===== config.mk =====
export PLATFORM = sky130hd
export DESIGN_NAME = icache_controller_flat
export DESIGN_NICKNAME = d
export VERILOG_FILES = /design/src/rtl/icache_controller_pkg.sv /design/src/rtl/icache_controller_if.sv /design/src/rtl/icache_controller_line_array.sv /design/src/rtl/icache_controller.sv /design/src/flat_wrapper.sv
export SDC_FILE = /design/constraint.sdc
export NUM_CORES = 1
export LEC_CHECK = 0
export BUFFER_PORTS_ARGS = -buffer_cell sky130_fd_sc_hd__clkbuf_2
export CAP_MARGIN = 0
export CORE_AREA = 2 2 284 286
export DETAILED_ROUTE_END_ITERATION = 10
export DIE_AREA = 0 0 286 288
export PLACE_DENSITY = 0.79
export SYNTH_ARGS = -nofsm -noshare
export SYNTH_HDL_FRONTEND = slang
export SYNTH_SLANG_ARGS = --single-unit
export TNS_END_PERCENT = 100

===== constraint.sdc =====
create_clock -name CLK -period 17.55 [get_ports CLK]
set_input_delay 0.8775 -clock CLK [delete_from_list [all_inputs] [get_ports CLK]]
set_output_delay 0.8775 -clock CLK [all_outputs]
set_load 0.01 [all_outputs]

===== src/rtl/icache_controller_pkg.sv =====
// Shared constants, FSM state encoding and the block word-select helper for the instruction cache.
package icache_controller_pkg;

    localparam int unsigned ADDR_W       = 32;
    localparam int unsigned WORD_W       = 32;
    localparam int unsigned BLOCK_W      = 128;
    localparam int unsigned OFFSET_LSB   = 2;
    localparam int unsigned OFFSET_W     = 2;
    localparam int unsigned INDEX_LSB    = 4;
    localparam int unsigned BLOCK_ADDR_W = ADDR_W - INDEX_LSB;

    typedef enum logic {
        S_IDLE     = 1'b0,
        S_MEM_READ = 1'b1
    } state_e;

    // Word 0 sits in the low 32 bits of a block.
    function automatic logic [WORD_W-1:0] word_sel(input logic [BLOCK_W-1:0] blk,
                                                   input logic [OFFSET_W-1:0] off);
        logic [WORD_W-1:0] w;
        case (off)
            2'd0:    w = blk[31:0];
            2'd1:    w = blk[63:32];
            2'd2:    w = blk[95:64];
            default: w = blk[127:96];
        endcase
        return w;
    endfunction

endpackage


===== src/rtl/icache_controller_if.sv =====
// Fetch-side and memory-side bus bundles of the instruction cache.
interface icache_fetch_if;
    import icache_controller_pkg::*;

    logic [ADDR_W-1:0] ADDRESS;
    logic [WORD_W-1:0] INSTRUCTION;
    logic              BUSYWAIT;

    modport master (output ADDRESS, input INSTRUCTION, input BUSYWAIT);
    modport slave  (input ADDRESS, output INSTRUCTION, output BUSYWAIT);
endinterface

interface icache_mem_if;
    import icache_controller_pkg::*;

    logic                    MEM_READ;
    logic [BLOCK_ADDR_W-1:0] MEM_ADDRESS;
    logic [BLOCK_W-1:0]      MEM_READDATA;
    logic                    MEM_BUSYWAIT;

    modport master (output MEM_READ, output MEM_ADDRESS, input MEM_READDATA, input MEM_BUSYWAIT);
    modport slave  (input MEM_READ, input MEM_ADDRESS, output MEM_READDATA, output MEM_BUSYWAIT);
endinterface


===== src/rtl/icache_controller_line_array.sv =====
// Valid/tag/data storage for the direct-mapped cache: combinational read, one write port, async valid clear.
module icache_line_array
    import icache_controller_pkg::*;
#(
    parameter int unsigned INDEX_BITS = 3,
    parameter int unsigned TAG_BITS   = 25
) (
    input  logic                  clk,
    input  logic                  rst_n,
    input  logic [INDEX_BITS-1:0] rd_index,
    output logic                  rd_valid,
    output logic [TAG_BITS-1:0]   rd_tag,
    output logic [BLOCK_W-1:0]    rd_data,
    input  logic                  wr_en,
    input  logic [INDEX_BITS-1:0] wr_index,
    input  logic [TAG_BITS-1:0]   wr_tag,
    input  logic [BLOCK_W-1:0]    wr_data
);

    localparam int unsigned LINES = 1 << INDEX_BITS;

    logic [LINES-1:0]    valid_q;
    logic [TAG_BITS-1:0] tag_q  [LINES];
    logic [BLOCK_W-1:0]  data_q [LINES];

    // Only valid bits need reset; tag/data are qualified by them.
    always_ff @(posedge clk or negedge rst_n) begin
        if (!rst_n) begin
            valid_q <= '0;
        end else if (wr_en) begin
            valid_q[wr_index] <= 1'b1;
        end
    end

    always_ff @(posedge clk) begin
        if (wr_en) begin
            tag_q[wr_index]  <= wr_tag;
            data_q[wr_index] <= wr_data;
        end
    end

    assign rd_valid = valid_q[rd_index];
    assign rd_tag   = tag_q[rd_index];
    assign rd_data  = data_q[rd_index];

endmodule


===== src/rtl/icache_controller.sv =====
// Direct-mapped instruction cache: zero-latency hits, stalls fetch and refills a 4-word block on a miss.
module icache_controller
    import icache_controller_pkg::*;
#(
    parameter int unsigned INDEX_BITS = 3
) (
    input  logic           CLK,
    input  logic           RESET,
    icache_fetch_if.slave  fetch,
    icache_mem_if.master   mem
);

    localparam int unsigned TAG_BITS = ADDR_W - INDEX_LSB - INDEX_BITS;

    state_e                  state_q;
    state_e                  state_d;
    logic [BLOCK_ADDR_W-1:0] miss_addr_q;

    logic                    rd_valid;
    logic [TAG_BITS-1:0]     rd_tag;
    logic [BLOCK_W-1:0]      rd_data;
    logic [INDEX_BITS-1:0]   rd_index;
    logic [TAG_BITS-1:0]     req_tag;
    logic                    hit;

    logic                    busywait_c;
    logic                    mem_read_c;
    logic                    miss_load_c;
    logic                    fill_c;
    logic                    unused_addr_bits;

    assign rd_index = fetch.ADDRESS[INDEX_LSB +: INDEX_BITS];
    assign req_tag  = fetch.ADDRESS[ADDR_W-1 -: TAG_BITS];
    assign hit      = rd_valid && (rd_tag == req_tag);

    assign unused_addr_bits = ^fetch.ADDRESS[OFFSET_LSB-1:0];

    icache_line_array #(
        .INDEX_BITS (INDEX_BITS),
        .TAG_BITS   (TAG_BITS)
    ) u_lines (
        .clk      (CLK),
        .rst_n    (RESET),
        .rd_index (rd_index),
        .rd_valid (rd_valid),
        .rd_tag   (rd_tag),
        .rd_data  (rd_data),
        .wr_en    (fill_c),
        .wr_index (miss_addr_q[INDEX_BITS-1:0]),
        .wr_tag   (miss_addr_q[BLOCK_ADDR_W-1 -: TAG_BITS]),
        .wr_data  (mem.MEM_READDATA)
    );

    always_ff @(posedge CLK or negedge RESET) begin
        if (!RESET) begin
            state_q <= S_IDLE;
        end else begin
            state_q <= state_d;
        end
    end

    // Block address of the line being refilled; frozen for the whole fill.
    always_ff @(posedge CLK or negedge RESET) begin
        if (!RESET) begin
            miss_addr_q <= '0;
        end else if (miss_load_c) begin
            miss_addr_q <= fetch.ADDRESS[ADDR_W-1:INDEX_LSB];
        end
    end

    always_comb begin
        state_d     = state_q;
        busywait_c  = 1'b0;
        mem_read_c  = 1'b0;
        miss_load_c = 1'b0;
        fill_c      = 1'b0;
        case (state_q)
            S_IDLE: begin
                if (!hit) begin
                    busywait_c  = 1'b1;
                    miss_load_c = 1'b1;
                    state_d     = S_MEM_READ;
                end
            end
            S_MEM_READ: begin
                busywait_c = 1'b1;
                mem_read_c = 1'b1;
                if (!mem.MEM_BUSYWAIT) begin
                    fill_c  = 1'b1;
                    state_d = S_IDLE;
                end
            end
            default: state_d = S_IDLE;
        endcase
        // Cold cache in reset would otherwise report a miss.
        if (!RESET) begin
            busywait_c = 1'b0;
        end
    end

    assign fetch.BUSYWAIT    = busywait_c;
    assign fetch.INSTRUCTION = (RESET && rd_valid) ? word_sel(rd_data, fetch.ADDRESS[OFFSET_LSB +: OFFSET_W])
                                                   : '0;
    assign mem.MEM_READ      = mem_read_c;
    assign mem.MEM_ADDRESS   = miss_addr_q;

endmodule


===== src/flat_wrapper.sv =====
// flat-port wrapper written by rule: the top's interface ports become plain ports
module icache_controller_flat import icache_controller_pkg::*;
#(
    parameter int unsigned INDEX_BITS = 3
)
  (CLK, RESET, fetch_ADDRESS, fetch_INSTRUCTION, fetch_BUSYWAIT, mem_MEM_READ, mem_MEM_ADDRESS, mem_MEM_READDATA, mem_MEM_BUSYWAIT);
  icache_fetch_if fetch_i ();
  icache_mem_if mem_i ();
  input  logic CLK;
  input  logic RESET;
  input wire logic [$bits(fetch_i.ADDRESS)-1:0] fetch_ADDRESS;
  output wire logic [$bits(fetch_i.INSTRUCTION)-1:0] fetch_INSTRUCTION;
  output wire logic [$bits(fetch_i.BUSYWAIT)-1:0] fetch_BUSYWAIT;
  output wire logic [$bits(mem_i.MEM_READ)-1:0] mem_MEM_READ;
  output wire logic [$bits(mem_i.MEM_ADDRESS)-1:0] mem_MEM_ADDRESS;
  input wire logic [$bits(mem_i.MEM_READDATA)-1:0] mem_MEM_READDATA;
  input wire logic [$bits(mem_i.MEM_BUSYWAIT)-1:0] mem_MEM_BUSYWAIT;
  assign fetch_i.ADDRESS = fetch_ADDRESS;
  assign fetch_INSTRUCTION = fetch_i.INSTRUCTION;
  assign fetch_BUSYWAIT = fetch_i.BUSYWAIT;
  assign mem_MEM_READ = mem_i.MEM_READ;
  assign mem_MEM_ADDRESS = mem_i.MEM_ADDRESS;
  assign mem_i.MEM_READDATA = mem_MEM_READDATA;
  assign mem_i.MEM_BUSYWAIT = mem_MEM_BUSYWAIT;
  icache_controller #(.INDEX_BITS(INDEX_BITS)) u_core (.CLK(CLK), .RESET(RESET), .fetch(fetch_i), .mem(mem_i));
endmodule

==> Word-level counts from Yosys, hierarchy flattened <==
Memories as Yosys holds them, arrays and structs flattened.
Index checks and enable logic that the tools add are counted.
{ "word_totals": {"register_bits": 37, "output_inout_bits": 62, "elab_cells": 34, "n_memories": 2, "in_bits": 163, "mem_bits_rw": 1224} }
{ "mem_list": {"columns": ["name", "depth", "width", "rd", "rd_clocked_by_memory_dff", "wr", "line", "text"], "rows": [
  ["u_core.u_lines.data_q", 8, 128, 1, 0, 1, "icache_controller_line_array.sv:24", "logic [BLOCK_W-1:0] data_q [LINES];"],
  ["u_core.u_lines.tag_q", 8, 25, 1, 0, 1, "icache_controller_line_array.sv:23", "logic [TAG_BITS-1:0] tag_q [LINES];"]
]} }
{ "op_classes": {"bitwise": 2, "mux": 17, "eq_ne": 3, "magnitude_cmp": 3, "n_reduce_logical": 4} }
{ "op_table": {"columns": ["op", "count"], "rows": [
  ["$pmux 32 s3", 1],
  ["$mux 32", 1],
  ["$eq 25x25->1", 1],
  ["$mux 1", 11],
  ["$lt 3x4->1 const B", 2],
  ["$or 8x8->8", 1],
  ["$pmux 1 s2", 2],
  ["$bmux 1 s3", 1],
  ["$demux 1 s3", 1],
  ["$ge 3x1->1 const B", 1],
  ["$logic_and 1x1->1", 3],
  ["$eq 2x1->1 const B", 1],
  ["$eq 2x2->1 const B", 1],
  ["$logic_not 2->1", 1],
  ["$not 1->1", 1]
]} }

==> Longest topological paths before layout <==
{ "logic_depth": {"depth_word": 6, "depth_mapped": 11, "mapped_depth_nobuf": 7} }

==> Cells and area by module <==
A second synthesis with hierarchy kept.
{ "unflattened": {"hier_cells": 1983, "hier_area_um2": 48743.0} }
{ "modules_own_cells": {"columns": ["mod", "seq_area_each_um2", "instances", "cells_each", "area_per_inst_um2"], "rows": [
  ["icache_line_array", 36955.4, 1, 1803, 46260.6],
  ["icache_controller", 725.7, 1, 180, 2482.4]
]} }

==> Worst setup path after synthesis <==
No wires, ideal clock.
{ "synth_path": {"path_kind": "input to register", "from": "input port mem_MEM_BUSYWAIT", "to": "register u_core.u_lines.valid_q[0]", "path_slack_ps": 4868, "n_path_buf": 0, "path_stages": 3, "setup_time_ps": 131, "required_time_ps": 17419, "arrival_time_ps": 12550, "path_cell_list": "or3_1 > nor3_1 > or2_2"} }
{ "synth_between": {"elab_chain_len": 2} }
{ "synth_rtl": {"columns": ["item", "line", "text"], "rows": [
  ["start: declaration", "flat_wrapper.sv:17", "input wire logic [$bits(mem_i.MEM_BUSYWAIT)-1:0] mem_MEM_BUSYWAIT;"],
  ["$mux 1", "icache_controller.sv:88", "if (!mem.MEM_BUSYWAIT) begin"],
  ["$mux 1", "icache_controller.sv:77", "case (state_q)"],
  ["end signal: assignment", "icache_controller_line_array.sv:29", "valid_q <= '0;"],
  ["end signal: indexed assignment", "icache_controller_line_array.sv:31", "valid_q[wr_index] <= 1'b1;"],
  ["end: declaration", "icache_controller_line_array.sv:22", "logic [LINES-1:0] valid_q;"]
]} }
No other way between the ends.
A chain may end at the register's enable or synchronous reset.

==> Worst setup path after layout <==
{ "layout_path": {"from": "input port fetch_ADDRESS[4]", "to": "output port fetch_BUSYWAIT"} }
{ "layout_between": {"elab_chain_len": 6, "word_cells_on_any_way": 8, "cone_classes": "eq/ne (1); mux (5); reduce/logical (1); memory (1)"} }
{ "layout_rtl": {"columns": ["item", "line", "text"], "rows": [
  ["start: declaration", "flat_wrapper.sv:11", "input wire logic [$bits(fetch_i.ADDRESS)-1:0] fetch_ADDRESS;"],
  ["$mem_v2 8x25 / $bmux 1 s3 (equally long branches)", null, null],
  ["$eq 25x25->1 / $mux 1 (equally long branches)", "icache_controller.sv:34, icache_controller_line_array.sv:42", null],
  ["$logic_and 1x1->1 *", "icache_controller.sv:34", "assign hit = rd_valid && (rd_tag == req_tag);"],
  ["$mux 1 *", "icache_controller.sv:79", "if (!hit) begin"],
  ["$pmux 1 s2 *", "icache_controller.sv:77", null],
  ["$mux 1 *", "icache_controller.sv:96", "if (!RESET) begin"],
  ["end: declaration", "flat_wrapper.sv:13", "output wire logic [$bits(fetch_i.BUSYWAIT)-1:0] fetch_BUSYWAIT;"]
]} }
Every way passes the cells marked *; elsewhere a longest branch is shown, timed or not. The select of a mux whose other input is x is not followed.

==> results.py <==
metrics = {
    "run_status": {
        "status": "finished clean",
    },
    "die": {
        "initial_utilization": 0.605,
        "die_area_um2": 82400,
        "die_w_um": 286,
        "fp.coreArea_um2": 79600,
        "die_height_um": 288,
        "num_io_pins": 225,
        "rows": 104,
    },
    "sta": {
        "report.final.slew_viol_count": 0,
        "post-route-period-util": 0.328,
        "fmax_mhz": 174,
        "period_needed_ns": 5.76,
        "rsz0062_at_grt": "false",
        "finClkSkew_ns": 0.0156,
        "setup_viol": 0,
        "postLayoutSetupSlackWorst_ns": 11.79,
        "setup_tns_ns": 0,
        "relSlewSlack": 0.234,
        "tightest_slew_ns": 1.15,
        "hold_viol_final": 0,
    },
    "grt": {
        "grt-ovfl-total": 0,
        "grt_pass1_vias": 23200,
        "grt_max_degree": 169,
        "track_usage": 0.253,
        "grt_pass1_wl_um": 150000,
        "antenna_found_initial": 22,
    },
    "clocking": {
        "cts_tree": "yes",
        "h-tree-depth": 3,
        "cts_setup_buffers": 0,
        "clk_pin_slew_ns": 0.06,
        "numCtsBuffers": 120,
        "ctsResizeCount": 0,
        "clock_sinks": 1261,
        "cts-root-buf": "clkbuf_16",
        "worstSkewPairLatency_ns": 0.67,
        "cts_buffer_depth": 3,
        "ctsHoldBuffers": 0,
    },
    "yosys": {
        "synth_top_area_frac": 0.763,
        "synth_cell_types": 36,
        "ys.warnings.count": 0,
        "synth_nets": 2128,
        "synth_cells": 1965,
        "syn_area_um2": 48200,
        "synth.area.top_cells": "edfxtp_1 (76%), mux4_2 (16%), mux2i_1 (2.0%)",
        "synth_largest_area_cell": "edfxtp_1",
        "avgSynthCellArea_um2": 24.5,
        "synth-seq-area-share": 0.782,
        "ys_ff_latch": 1261,
    },
    "worst_setup_path": {
        "reg2reg_slack_ns": 13.25,
        "r2r-end": "u_core.u_lines.data_q[2][99]$_DFFE_PP_",
        "crit_top_cell": "nand4_1",
        "max_stage_delay_ns": 0.86,
        "path_class": "input pin to output port",
        "arrival_ns": 4.89,
        "r2r_cells": 6,
        "path_buf_inv": 3,
        "crit_path_end_kind": "output port",
        "path_max_fanout": 96,
        "critPathTopFamily": "buffers and inverters",
        "reg2reg_from": "u_core.state_q$_DFF_PN0_",
        "crit_slowest_cell": "buf_4",
        "worstPathCellList": "buf_8 -> buf_4 -> mux4_2 -> mux2i_1 -> xor2_1 -> nand4_1 -> nor3_2 -> nand4_1 -> o21a_1 -> clkbuf_2",
        "worst_setup_path_start_kind": "input pin",
        "crit_required_ns": 16.67,
    },
    "finish": {
        "final_nets": 2409,
        "post-route-util": 0.684,
        "drive_above_1_share": 0.354,
        "fillers": 4772,
        "area_growth_pct": 13.0,
    },
    "power_and_ir_drop": {
        "p_seq_frac": 0.540,
        "p_leak_nw": 17.8,
        "ir_drop_uv": 86.4,
        "power.switching_mw": 1.37,
        "pwr-share-comb": 0.067,
        "pwr_density_cell_nw_per_um2": 118,
        "internal-power_mw": 5.08,
        "switching_share": 0.213,
        "clkPwrFrac": 0.392,
        "finalPower_mw": 6.45,
    },
    "drt": {
        "drt_iter0_markers": 2156,
        "drt_wl_total_um": 102000,
        "route.detailed.drc": 0,
        "ant_nets": 0,
        "via_per_inst": 6.38,
        "firstDrtPassIters": 7,
        "num_vias": 21800,
        "wl_per_cell_um": 29.9,
    },
    "min_path": {
        "worstHoldPathType": "input pin to async pin",
    },
    "placed_design": {
        "gp_congestion": 0.757,
        "dp_hpwl_um": 53400,
        "port_buffers": 222,
        "dp_slack_ns": 11.58,
    },
    "flow_run": {
        "maxCapViolCount": 0,
    },
}
-- Yosys cell counts (all sizes together) --
library cell / instances
xnor2: 9
mux2i: 97
inv: 1
mux4: 346
o21a: 1
nand2: 11
nand2b: 3
edfxtp: 1224
nor2: 39
nor2b: 2
nor3: 3
a22oi: 26
or2: 8
a41oi: 1
clkbuf: 46
and4: 1
a211oi: 1
nand4: 3
and2: 1
or3: 1
a21oi: 2
and3: 2
o22a: 1
nand3b: 1
nand3: 2
a21o: 1
dfrtp: 37
xor2: 13
nor4: 2
buf: 51
mux2: 29
-- area by class of cell --
type | instances | area [um2] | area share
diodes | 10 | 25.0 | 0.000460
repair buffers | 256 | 1460 | 0.0268
well taps | 1060 | 1330 | 0.0244
flip-flops and latches | 1261 | 37700 | 0.692
multi-input cells | 606 | 10100 | 0.185
clock buffers | 142 | 3170 | 0.0582
clock inverters | 81 | 713 | 0.0131
inverters | 1 | 3.75 | 0.0000690
-- sequential cells by signal, indices dropped and copies added, names as in the netlist --
name	count
u_core.mem.MEM_ADDRESS	28
u_core.state_q	1
u_core.u_lines.data_q	1024
u_core.u_lines.tag_q	200
u_core.u_lines.valid_q	8
-- metrics by stage --
stage               cells  instance area, um2  hold WS, ns
finish               3417               54400        0.293
global route         3412               54400        0.337
CTS                  3407               54400        0.289
detailed placement   3184               50500        0.453
global placement     3184               50500        0.446
floorplan            1965               48200        0.434
-- worst max-delay path by stage --
stage	from	end	depth (start not counted)
final	fetch_ADDRESS[4]	fetch_BUSYWAIT	10
after global routing	fetch_ADDRESS[4]	fetch_BUSYWAIT	10
after CTS	fetch_ADDRESS[4]	fetch_BUSYWAIT	10
after detailed placement	fetch_ADDRESS[4]	fetch_BUSYWAIT	10
after global placement	fetch_ADDRESS[4]	fetch_BUSYWAIT	10
after floorplan	mem_MEM_BUSYWAIT	u_core.u_lines.valid_q[0]$_DFFE_PN0P_	3
-- power by group through the flow --
| stage | sequential, mW | clock (mW) | combinational, mW |
|---|---|---|---|
| after global placement | 3.53 | 0 | 0.425 |
| after CTS | 3.49 | 2.57 | 0.440 |
| after global routing | 3.49 | 2.68 | 0.462 |
| final | 3.49 | 2.53 | 0.433 |
| after floorplan | 3.56 | 0 | 0.258 |
| after detailed placement | 3.55 | 0 | 0.436 |
-- cells by family (layout without fill, tap and decap cells) --
group | after synthesis | count (layout) | share of synthesized area
buffers and inverters | 98 | 480 | 0.00977
flip-flops | 1261 | 1261 | 0.782
AND/OR/NAND/NOR | 79 | 79 | 0.00798
XOR/XNOR | 22 | 22 | 0.00400
multiplexers | 472 | 472 | 0.190
AO/OA/AOI/OAI | 33 | 33 | 0.00548
other | 0 | 10 | 0
-- layout by cell type, fill, tap and decap left out, types with 9 or more instances in the layout --
master and count:
nand2_1 11, mux4_2 346, dfrtp_1 37, a22oi_1 26, diode_2 10, edfxtp_1 1224
buf_4 30, mux2i_1 97, xnor2_1 9, clkbuf_2 218, clkbuf_1 16, bufinv_16 12
mux2_2 9, mux2_4 20, clkbuf_16 122, clkinv_2 28, nor2_1 33, clkinv_1 29
xor2_1 13
-- per-layer routing --
| metal | global-route usage | part of all wire | up-vias |
|---|---|---|---|
| li1 | - | - | 9021 |
| met1 | 0.331 | 0.38 | 11600 |
| met2 | 0.428 | 0.52 | 916 |
| met3 | 0.0586 | 0.077 | 187 |
| met4 | 0.0772 | 0.024 | 28 |
| met5 | 0 | 0.0017 | - |
Note: power is estimated with default switching activity, not from simulation.
